<file path="src/rtl/mbist_fail_logger.sv">
// -----------------------------------------------------------------------------
// mbist_fail_logger
//
// Capture stage behind the MBIST decoder. For each mismatch strobe it:
//   - bumps a saturating fail counter,
//   - logs {address, rdata^exp_data, algo_id} into an 8-deep FIFO. A repeat of
//     the most recently logged {address, algo_id} pair is counted but not logged,
//   - raises a sticky terminate request once the registered count exceeds the
//     fault budget (unless error_exceed_ignore is set).
// A reader drains the FIFO through log_valid/log_ready.
//
// Ports
//   clk, rst_n          clock; synchronous active-low reset
//   clear               synchronous clear, same effect as reset
//   error               one-cycle mismatch strobe
//   address, rdata,     failing read info, valid with error
//   exp_data, algo_id
//   error_exceed_ignore 1 = never request termination
//   allowable_faulty    fault budget
//   force_terminate     sticky terminate request
//   fail_count          saturating error count since clear
//   log_valid/ready     FIFO head handshake
//   log_addr, log_syndrome, log_algo   head entry (0 when empty)
//   log_entries         occupancy 0..8
//   log_full            occupancy == 8
//   log_overflow        sticky: an entry was dropped
// -----------------------------------------------------------------------------
module mbist_fail_logger #(
  parameter int DATA_WIDTH = 64,
  parameter int ADDR_WIDTH = 16,
  parameter int PTR_WIDTH  = 3
) (
  input  logic                  clk,
  input  logic                  rst_n,
  input  logic                  clear,
  input  logic                  error,
  input  logic [ADDR_WIDTH-1:0] address,
  input  logic [DATA_WIDTH-1:0] rdata,
  input  logic [DATA_WIDTH-1:0] exp_data,
  input  logic [1:0]            algo_id,
  input  logic                  error_exceed_ignore,
  input  logic [ADDR_WIDTH-1:0] allowable_faulty,
  output logic                  force_terminate,
  output logic [ADDR_WIDTH-1:0] fail_count,
  output logic                  log_valid,
  input  logic                  log_ready,
  output logic [ADDR_WIDTH-1:0] log_addr,
  output logic [DATA_WIDTH-1:0] log_syndrome,
  output logic [1:0]            log_algo,
  output logic [PTR_WIDTH:0]    log_entries,
  output logic                  log_full,
  output logic                  log_overflow
);

  localparam int DEPTH = 1 << PTR_WIDTH;

  typedef struct packed {
    logic [ADDR_WIDTH-1:0] addr;
    logic [DATA_WIDTH-1:0] syndrome;
    logic [1:0]            algo;
  } entry_t;

  entry_t                mem_q [DEPTH];
  logic [PTR_WIDTH-1:0]  wr_ptr_q, wr_ptr_d;
  logic [PTR_WIDTH-1:0]  rd_ptr_q, rd_ptr_d;
  logic [PTR_WIDTH:0]    entries_q, entries_d;
  logic [ADDR_WIDTH-1:0] fail_count_q, fail_count_d;
  logic                  terminate_q, terminate_d;
  logic                  overflow_q, overflow_d;
  logic                  last_valid_q, last_valid_d;
  logic [ADDR_WIDTH-1:0] last_addr_q, last_addr_d;
  logic [1:0]            last_algo_q, last_algo_d;

  logic   sync_clr;
  logic   full;
  logic   pop;
  logic   suppress;
  logic   push;
  logic   drop;
  entry_t head;

  assign sync_clr = !rst_n || clear;
  assign full     = (entries_q == (PTR_WIDTH + 1)'(DEPTH));
  assign pop      = (entries_q != '0) && log_ready;
  assign suppress = last_valid_q && (address == last_addr_q) && (algo_id == last_algo_q);
  // A pop in the same cycle frees the slot, so a full FIFO can still accept.
  assign push     = !sync_clr && error && !suppress && (!full || pop);
  assign drop     = error && !suppress && full && !pop;

  // NOTE: every comb output gets a default first, so no path leaves a latch.
  always_comb begin
    fail_count_d = fail_count_q;
    terminate_d  = terminate_q;
    overflow_d   = overflow_q;
    wr_ptr_d     = wr_ptr_q;
    rd_ptr_d     = rd_ptr_q;
    entries_d    = entries_q;
    last_valid_d = last_valid_q;
    last_addr_d  = last_addr_q;
    last_algo_d  = last_algo_q;

    if (error && (fail_count_q != '1)) fail_count_d = fail_count_q + 1'b1;

    // Judged on the registered count, so it lags the count update by one edge.
    if (!error_exceed_ignore && (fail_count_q > allowable_faulty)) terminate_d = 1'b1;

    if (drop) overflow_d = 1'b1;

    if (push) begin
      wr_ptr_d     = wr_ptr_q + PTR_WIDTH'(1);
      last_valid_d = 1'b1;
      last_addr_d  = address;
      last_algo_d  = algo_id;
    end
    if (pop) rd_ptr_d = rd_ptr_q + PTR_WIDTH'(1);

    case ({push, pop})
      2'b10:   entries_d = entries_q + 1'b1;
      2'b01:   entries_d = entries_q - 1'b1;
      default: entries_d = entries_q;
    endcase
  end

  // NOTE: sequential state uses non-blocking assignments only.
  always_ff @(posedge clk) begin
    if (sync_clr) begin
      fail_count_q <= '0;
      terminate_q  <= 1'b0;
      overflow_q   <= 1'b0;
      wr_ptr_q     <= '0;
      rd_ptr_q     <= '0;
      entries_q    <= '0;
      last_valid_q <= 1'b0;
      last_addr_q  <= '0;
      last_algo_q  <= '0;
    end else begin
      fail_count_q <= fail_count_d;
      terminate_q  <= terminate_d;
      overflow_q   <= overflow_d;
      wr_ptr_q     <= wr_ptr_d;
      rd_ptr_q     <= rd_ptr_d;
      entries_q    <= entries_d;
      last_valid_q <= last_valid_d;
      last_addr_q  <= last_addr_d;
      last_algo_q  <= last_algo_d;
    end
  end

  // NOTE: the storage array is not reset; stale contents are never visible
  // because the head outputs are masked while the FIFO is empty.
  always_ff @(posedge clk) begin
    if (push) mem_q[wr_ptr_q] <= '{addr: address, syndrome: rdata ^ exp_data, algo: algo_id};
  end

  assign head            = mem_q[rd_ptr_q];
  assign log_valid       = (entries_q != '0);
  assign log_addr        = log_valid ? head.addr     : '0;
  assign log_syndrome    = log_valid ? head.syndrome : '0;
  assign log_algo        = log_valid ? head.algo     : '0;
  assign log_entries     = entries_q;
  assign log_full        = full;
  assign log_overflow    = overflow_q;
  assign fail_count      = fail_count_q;
  assign force_terminate = terminate_q;

endmodule

</file>
<file path="config.mk">
export PLATFORM = sky130hd
export DESIGN_NAME = mbist_fail_logger
export DESIGN_NICKNAME = d
export VERILOG_FILES = /design/src/rtl/mbist_fail_logger.sv
export SDC_FILE = /design/constraint.sdc
export NUM_CORES = 1
export LEC_CHECK = 0
export ABC_AREA = 1
export CAP_MARGIN = 20
export CORE_ASPECT_RATIO = 2
export CORE_UTILIZATION = 57
export DETAILED_ROUTE_END_ITERATION = 10
export PLACE_DENSITY_LB_ADDON = 0.3
export SKIP_CTS_REPAIR_TIMING = 1
export SLEW_MARGIN = 25
export SYNTH_ARGS = -nofsm -noshare
export SYNTH_HDL_FRONTEND = slang
export SYNTH_SLANG_ARGS = --single-unit
</file>
<file path="constraint.sdc">
create_clock -name clk -period 6.6 [get_ports clk]
set_input_delay 0.99 -clock clk [delete_from_list [all_inputs] [get_ports clk]]
set_output_delay 0.99 -clock clk [all_outputs]
set_load 0.01 [all_outputs]
</file>
### Word-level counts from Yosys, hierarchy flattened

Memories as Yosys holds them, arrays and structs flattened. A register that Yosys moved wholly into a read port is not among the register bits.
Cells that the tools add are included.

| cells by class | value |
|---|---|
| equality and inequality tests | 6 |
| add/subtract/negate cells | 5 |
| reduce and logical (&&, ||, !) cells | 21 |
| multiplexer cells | 8 |
| bitwise gates (word level) | 1 |
| $lt $le $gt $ge | 1 |

Operators with widths:

| kind | count |
|---|---|
| two-way mux 64 bit | 1 |
| bitwise XOR 64 bit | 1 |
| adder 16 x 1 -> 16 bit, second input constant | 1 |
| equality test 16 bit | 1 |
| greater-than comparator 16 bit | 1 |
| two-way mux 16 bit | 1 |
| inequality test 16 bit, second input constant | 1 |
| logical AND 1 bit | 11 |
| one-hot mux 4 bit (2 select lines) | 1 |
| adder 3 x 1 -> 3 bit, second input constant | 2 |
| zero test 1 bit | 6 |
| two-way mux 3 bit | 2 |
| adder 4 x 1 -> 4 bit, second input constant | 1 |
| equality test 4 bit, second input constant | 1 |
| nonzero test 4 bit | 1 |
| subtractor 4 x 1 -> 4 bit, second input constant | 1 |
| equality test 2 x 1 -> 1 bit, second input constant | 1 |
| equality test 2 bit | 1 |
| equality test 2 bit, second input constant | 1 |
| logical OR 1 bit | 2 |
| two-way mux 1 bit | 2 |
| two-way mux 2 bit | 1 |
| nonzero test 2 bit | 1 |

| word-level totals | value |
|---|---|
| memories | 1 |
| input bits | 168 |
| output and inout port bits | 106 |
| RAM bits | 656 |
| register bits | 47 |

Memory list:

| name | words | bits a word | rd ports | clocked after memory_dff | wr ports | line | RTL |
|---|---|---|---|---|---|---|---|
| mem_q | 8 | 82 | 1 | 1 | 1 | 63 | `entry_t mem_q [DEPTH];` |

### Longest topological paths before layout

| depth | value |
|---|---|
| word-level depth | 8 |
| mapped depth | 19 |
| gate-level depth less buffers | 19 |

### Worst setup path before layout

Ideal clock, no wire load.

| timing | value |
|---|---|
| path kind | in2reg |
| start | input port address[12] |
| end | memory mem_q[0][0] (netlist bit) (enable) |
| required time | 6.077 ns |
| arrival time | 5.286 ns |
| stages on the path | 8 |
| path slack | 0.792 ns |
| path through | or2_0 -> nand4_1 -> nor2_1 -> nand3_2 -> nand3_2 -> buf_6 -> or2_4 -> nor2_1 |

| on the way | value |
|---|---|
| word-level cells in the longest chain between the ends | 8 |

RTL lines:

| item | line | RTL |
|---|---|---|
| start, declared | 37 | `input logic [ADDR_WIDTH-1:0] address,` |
| equality test 16 bit | 85 | `assign suppress = last_valid_q && (address == last_addr_q) && (algo_id == last_algo_q);` |
| logical AND 1 bit (2 in a row) | 85 |  |
| zero test 1 bit | 87 | `assign push = !sync_clr && error && !suppress && (!full \|\| pop);` |
| logical AND 1 bit (2 in a row) | 87 |  |
| two-way mux 1 bit | 152 | `if (push) mem_q[wr_ptr_q] <= '{addr: address, syndrome: rdata ^ exp_data, algo: algo_id};` |
| two-way mux 1 bit (implied by the code) | 152 |  |
| end, declared | 63 |  |

Every way passes these cells.

==> impl_metrics.py <==
metrics = {
    "global_routing": {
        "overflow": 0,
        "antenna_found_initial": 0,
        "grt_pass1_vias": 19500,
        "grtUsageTotal_pct": 26.5,
        "grt_max_degree": 214,
        "grt_pass1_wl_um": 105000,
    },
    "route": {
        "wl_um": 68500,
        "vias_per_cell": 5.90,
        "drc": 0,
        "ant_nets": 0,
        "wire_per_inst_um": 20.9,
        "vias": 19300,
        "drt_iter0_drc": 1689,
        "dr.pass1.iters": 5,
    },
    "placement": {
        "hpwl_um": 38700,
        "gp_congestion": 0.875,
        "numPortBuffers": 273,
    },
    "job": {
        "cap_violations": 0,
    },
    "synthesis": {
        "synth_cell_types": 43,
        "synth.area.top_cells": "edfxtp_1 (68%), o21ai_0 (7.2%), nor2_1 (6.9%)",
        "async_flop_share_pct": 0,
        "netlist_area_um2": 28900,
        "seq_area_frac_synth_pct": 71.7,
        "synth.most_common_cell": "edfxtp_1",
        "synth_top_area_share_pct": 68.2,
        "ys.flop_type": "edfxtp_1",
        "postSynthCellCount": 2369,
        "syn_nets": 2559,
        "syn_area_per_cell_um2": 12.2,
        "yosysWarnings": 0,
        "synthTopCellsByCount": "edfxtp_1 (656), nor2_1 (531), o21ai_0 (415), nand2_1 (101), a31oi_1 (83)",
        "synth_edf_count": 656,
        "yosys.area.top_type": "edfxtp_1",
        "ys_ff_latch": 706,
    },
    "sta": {
        "finalHoldViolCount": 0,
        "fin_tns_setup_ns": 0,
        "slew_headroom_pct": 33.4,
        "setup_viol": 0,
        "rsz0062_at_grt": "no",
        "max_freq_mhz": 196,
        "slew_violations": 0,
        "skew_ns": 0.0155,
        "finalCriticalPeriod_ns": 5.10,
        "fin_crit_sh_pct": 77.2,
        "worst_pin_slew_ns": 0.998,
    },
    "clocking": {
        "path_clk_slew_ns": 0.07,
        "cts_tree": "built",
        "cts_made_buffers": 54,
        "clock_sinks": 706,
        "cts_root_buf": "clkbuf_16",
        "worstSkewPairLatency_ns": 0.60,
        "clk_path_buf_depth": 3,
        "h-tree-depth": 2,
    },
    "layout": {
        "multi_input_area_um2": 7190,
        "seqCellArea_um2": 20700,
        "fillers": 3481,
        "fin_util_pct": 67.7,
        "nets": 2770,
        "area_delta_synth_final_pct": 17.5,
        "drive_gt1_share_pct": 5.75,
        "num_antenna_cells": 0,
    },
    "pwr": {
        "p_seq_share_pct": 55.5,
        "powerDensity_nw_per_um2": 264,
        "switching_share_pct": 20.9,
        "p_switching_uw": 1870,
        "p_comb_share_pct": 6.3,
        "p_leak_uw": 0.0113,
        "p_int_uw": 7090,
        "pwr-share-clk_pct": 38.2,
        "vdd_drop_max_uv": 189,
    },
    "floorplanning": {
        "core_area_um2": 50100,
        "initial_core_util_pct": 57.6,
        "die-width_um": 161,
        "rows": 116,
        "ios": 274,
        "die-area_um2": 51600,
        "dieHeight_um": 320,
    },
    "status": {
        "status": "finished clean",
    },
    "worst_setup_path": {
        "crit_type": "reg2out",
        "crit_arrival_ns": 4.11,
        "crit_chain": "inv_4, buf_4, o21ai_0, o22ai_1, o21ai_1, a31oi_1, clkdlybuf4s50_1",
        "crit_path_start_kind": "flip-flop",
        "crit_required_ns": 5.61,
        "crit_path_end_kind": "output pin",
        "critPathMaxStageDelay_ns": 0.68,
        "crit_path_max_fanout": 66,
        "cp_slowest_cell": "inv_4",
    },
    "worst_hold_path": {
        "hp-class": "reg2reg",
    },
}
==> layer usage <==
metal / track usage (%) / vias up / part of all wire (%)
met5: 0 / - / 0
met4: 12.9 / 0 / 4.1
met3: 2.92 / 169 / 6.5
met2: 48.2 / 825 / 53
met1: 30.9 / 9400 / 36
li1: - / 8916 / -
==> critical path: cells and delay by family, from the launching register on <==
family                 cells  cell delay [ns]
AOI/OAI and AO/OA          4             0.91
buffers and inverters      3             1.89
DFF                        1             0.57
==> flip-flops by register name, indices dropped and copies added (netlist names), 2 cells and up, named ones only <==
name,count
mem_q,656
fail_count,16
last_addr_q,16
log_entries,4
rd_ptr_q,3
wr_ptr_q,3
last_algo_q,2
==> through the flow <==
step	power (uW)	area, um^2	hold slack [ns]	std cells	setup WS [ns]
3_5_place_dp	5640	32100	0.461	3173	1.40
4_1_cts	8990	33900	0.472	3273	1.50
5_1_grt	9190	33900	0.491	3273	1.29
2_1_floorplan	5340	28900	0.433	2369	0.792
3_3_place_gp	5620	32000	0.445	3173	1.50
6_report	8960	33900	0.471	3273	1.50
==> logic make-up (layout without fill, tap and decap cells) <==
group	Yosys count	count (layout)	share of synthesized area, %
adder cells (fa/ha/maj)	22	22	0.980
flip-flops	706	706	71.7
XOR/XNOR	67	67	2.03
AND/OR/NAND/NOR	680	680	9.41
buffers and inverters	233	488	3.62
AO/OA/AOI/OAI	661	661	12.2
==> power by group through the flow <==
stage | Sequential, uW | Clock (uW) | Combinational, uW
floorplan | 5070 | 0 | 265
global placement | 5080 | 0 | 542
detailed placement | 5080 | 0 | 562
CTS | 4980 | 3450 | 565
global route | 4980 | 3600 | 613
finish | 4980 | 3420 | 560
==> final timing paths <==
kind / startpoint / endpoint / slack, ns / cells after the start
setup / recovery: flip-flop / log_syndrome[57] / 1.50 / 7
hold / removal: last_addr_q[10]$_SDFFE_PP0P_ / last_addr_q[10]$_SDFFE_PP0P_ / 0.47 / 2
setup reg to reg: last_addr_q[12]$_SDFFE_PP0P_ / mem_q[1][3]$_DFFE_PP_ / 2.94 / 10
hold reg to reg: last_addr_q[10]$_SDFFE_PP0P_ / last_addr_q[10]$_SDFFE_PP0P_ / 0.47 / 2
==> final cells by class <==
class                      count  area share (%)
clock buffer                  68            4.33
inverter                      88            1.04
timing repair buffer         300            8.82
clock inverter                32            1.15
sequential                   706            61.1
multi-input combinational   1430            21.2
tap                          649            2.39
==> cells in the final DEF, fill, tap and decap left out, types with 3 or more instances in the layout <==
cell and n:
nor2_2 4, nor3_1 6, a31oi_1 83, bufinv_16 8, nand3_2 5, inv_2 4
clkbuf_16 57, nor2_4 9, nand2_2 4, nand4_1 7, dfxtp_1 48, nand3_1 12
ha_1 21, inv_6 3, clkdlybuf4s50_1 273, clkinv_1 6, clkinv_4 8, buf_4 21
xor2_1 66, clkbuf_1 11, nand2_1 101, inv_1 80, o21ai_1 26, nor2_1 522
o21ai_0 415, edfxtp_1 656, o22ai_1 82, a21oi_1 48, clkinv_2 9, buf_12 4
Power figures use the tool's default switching activity.
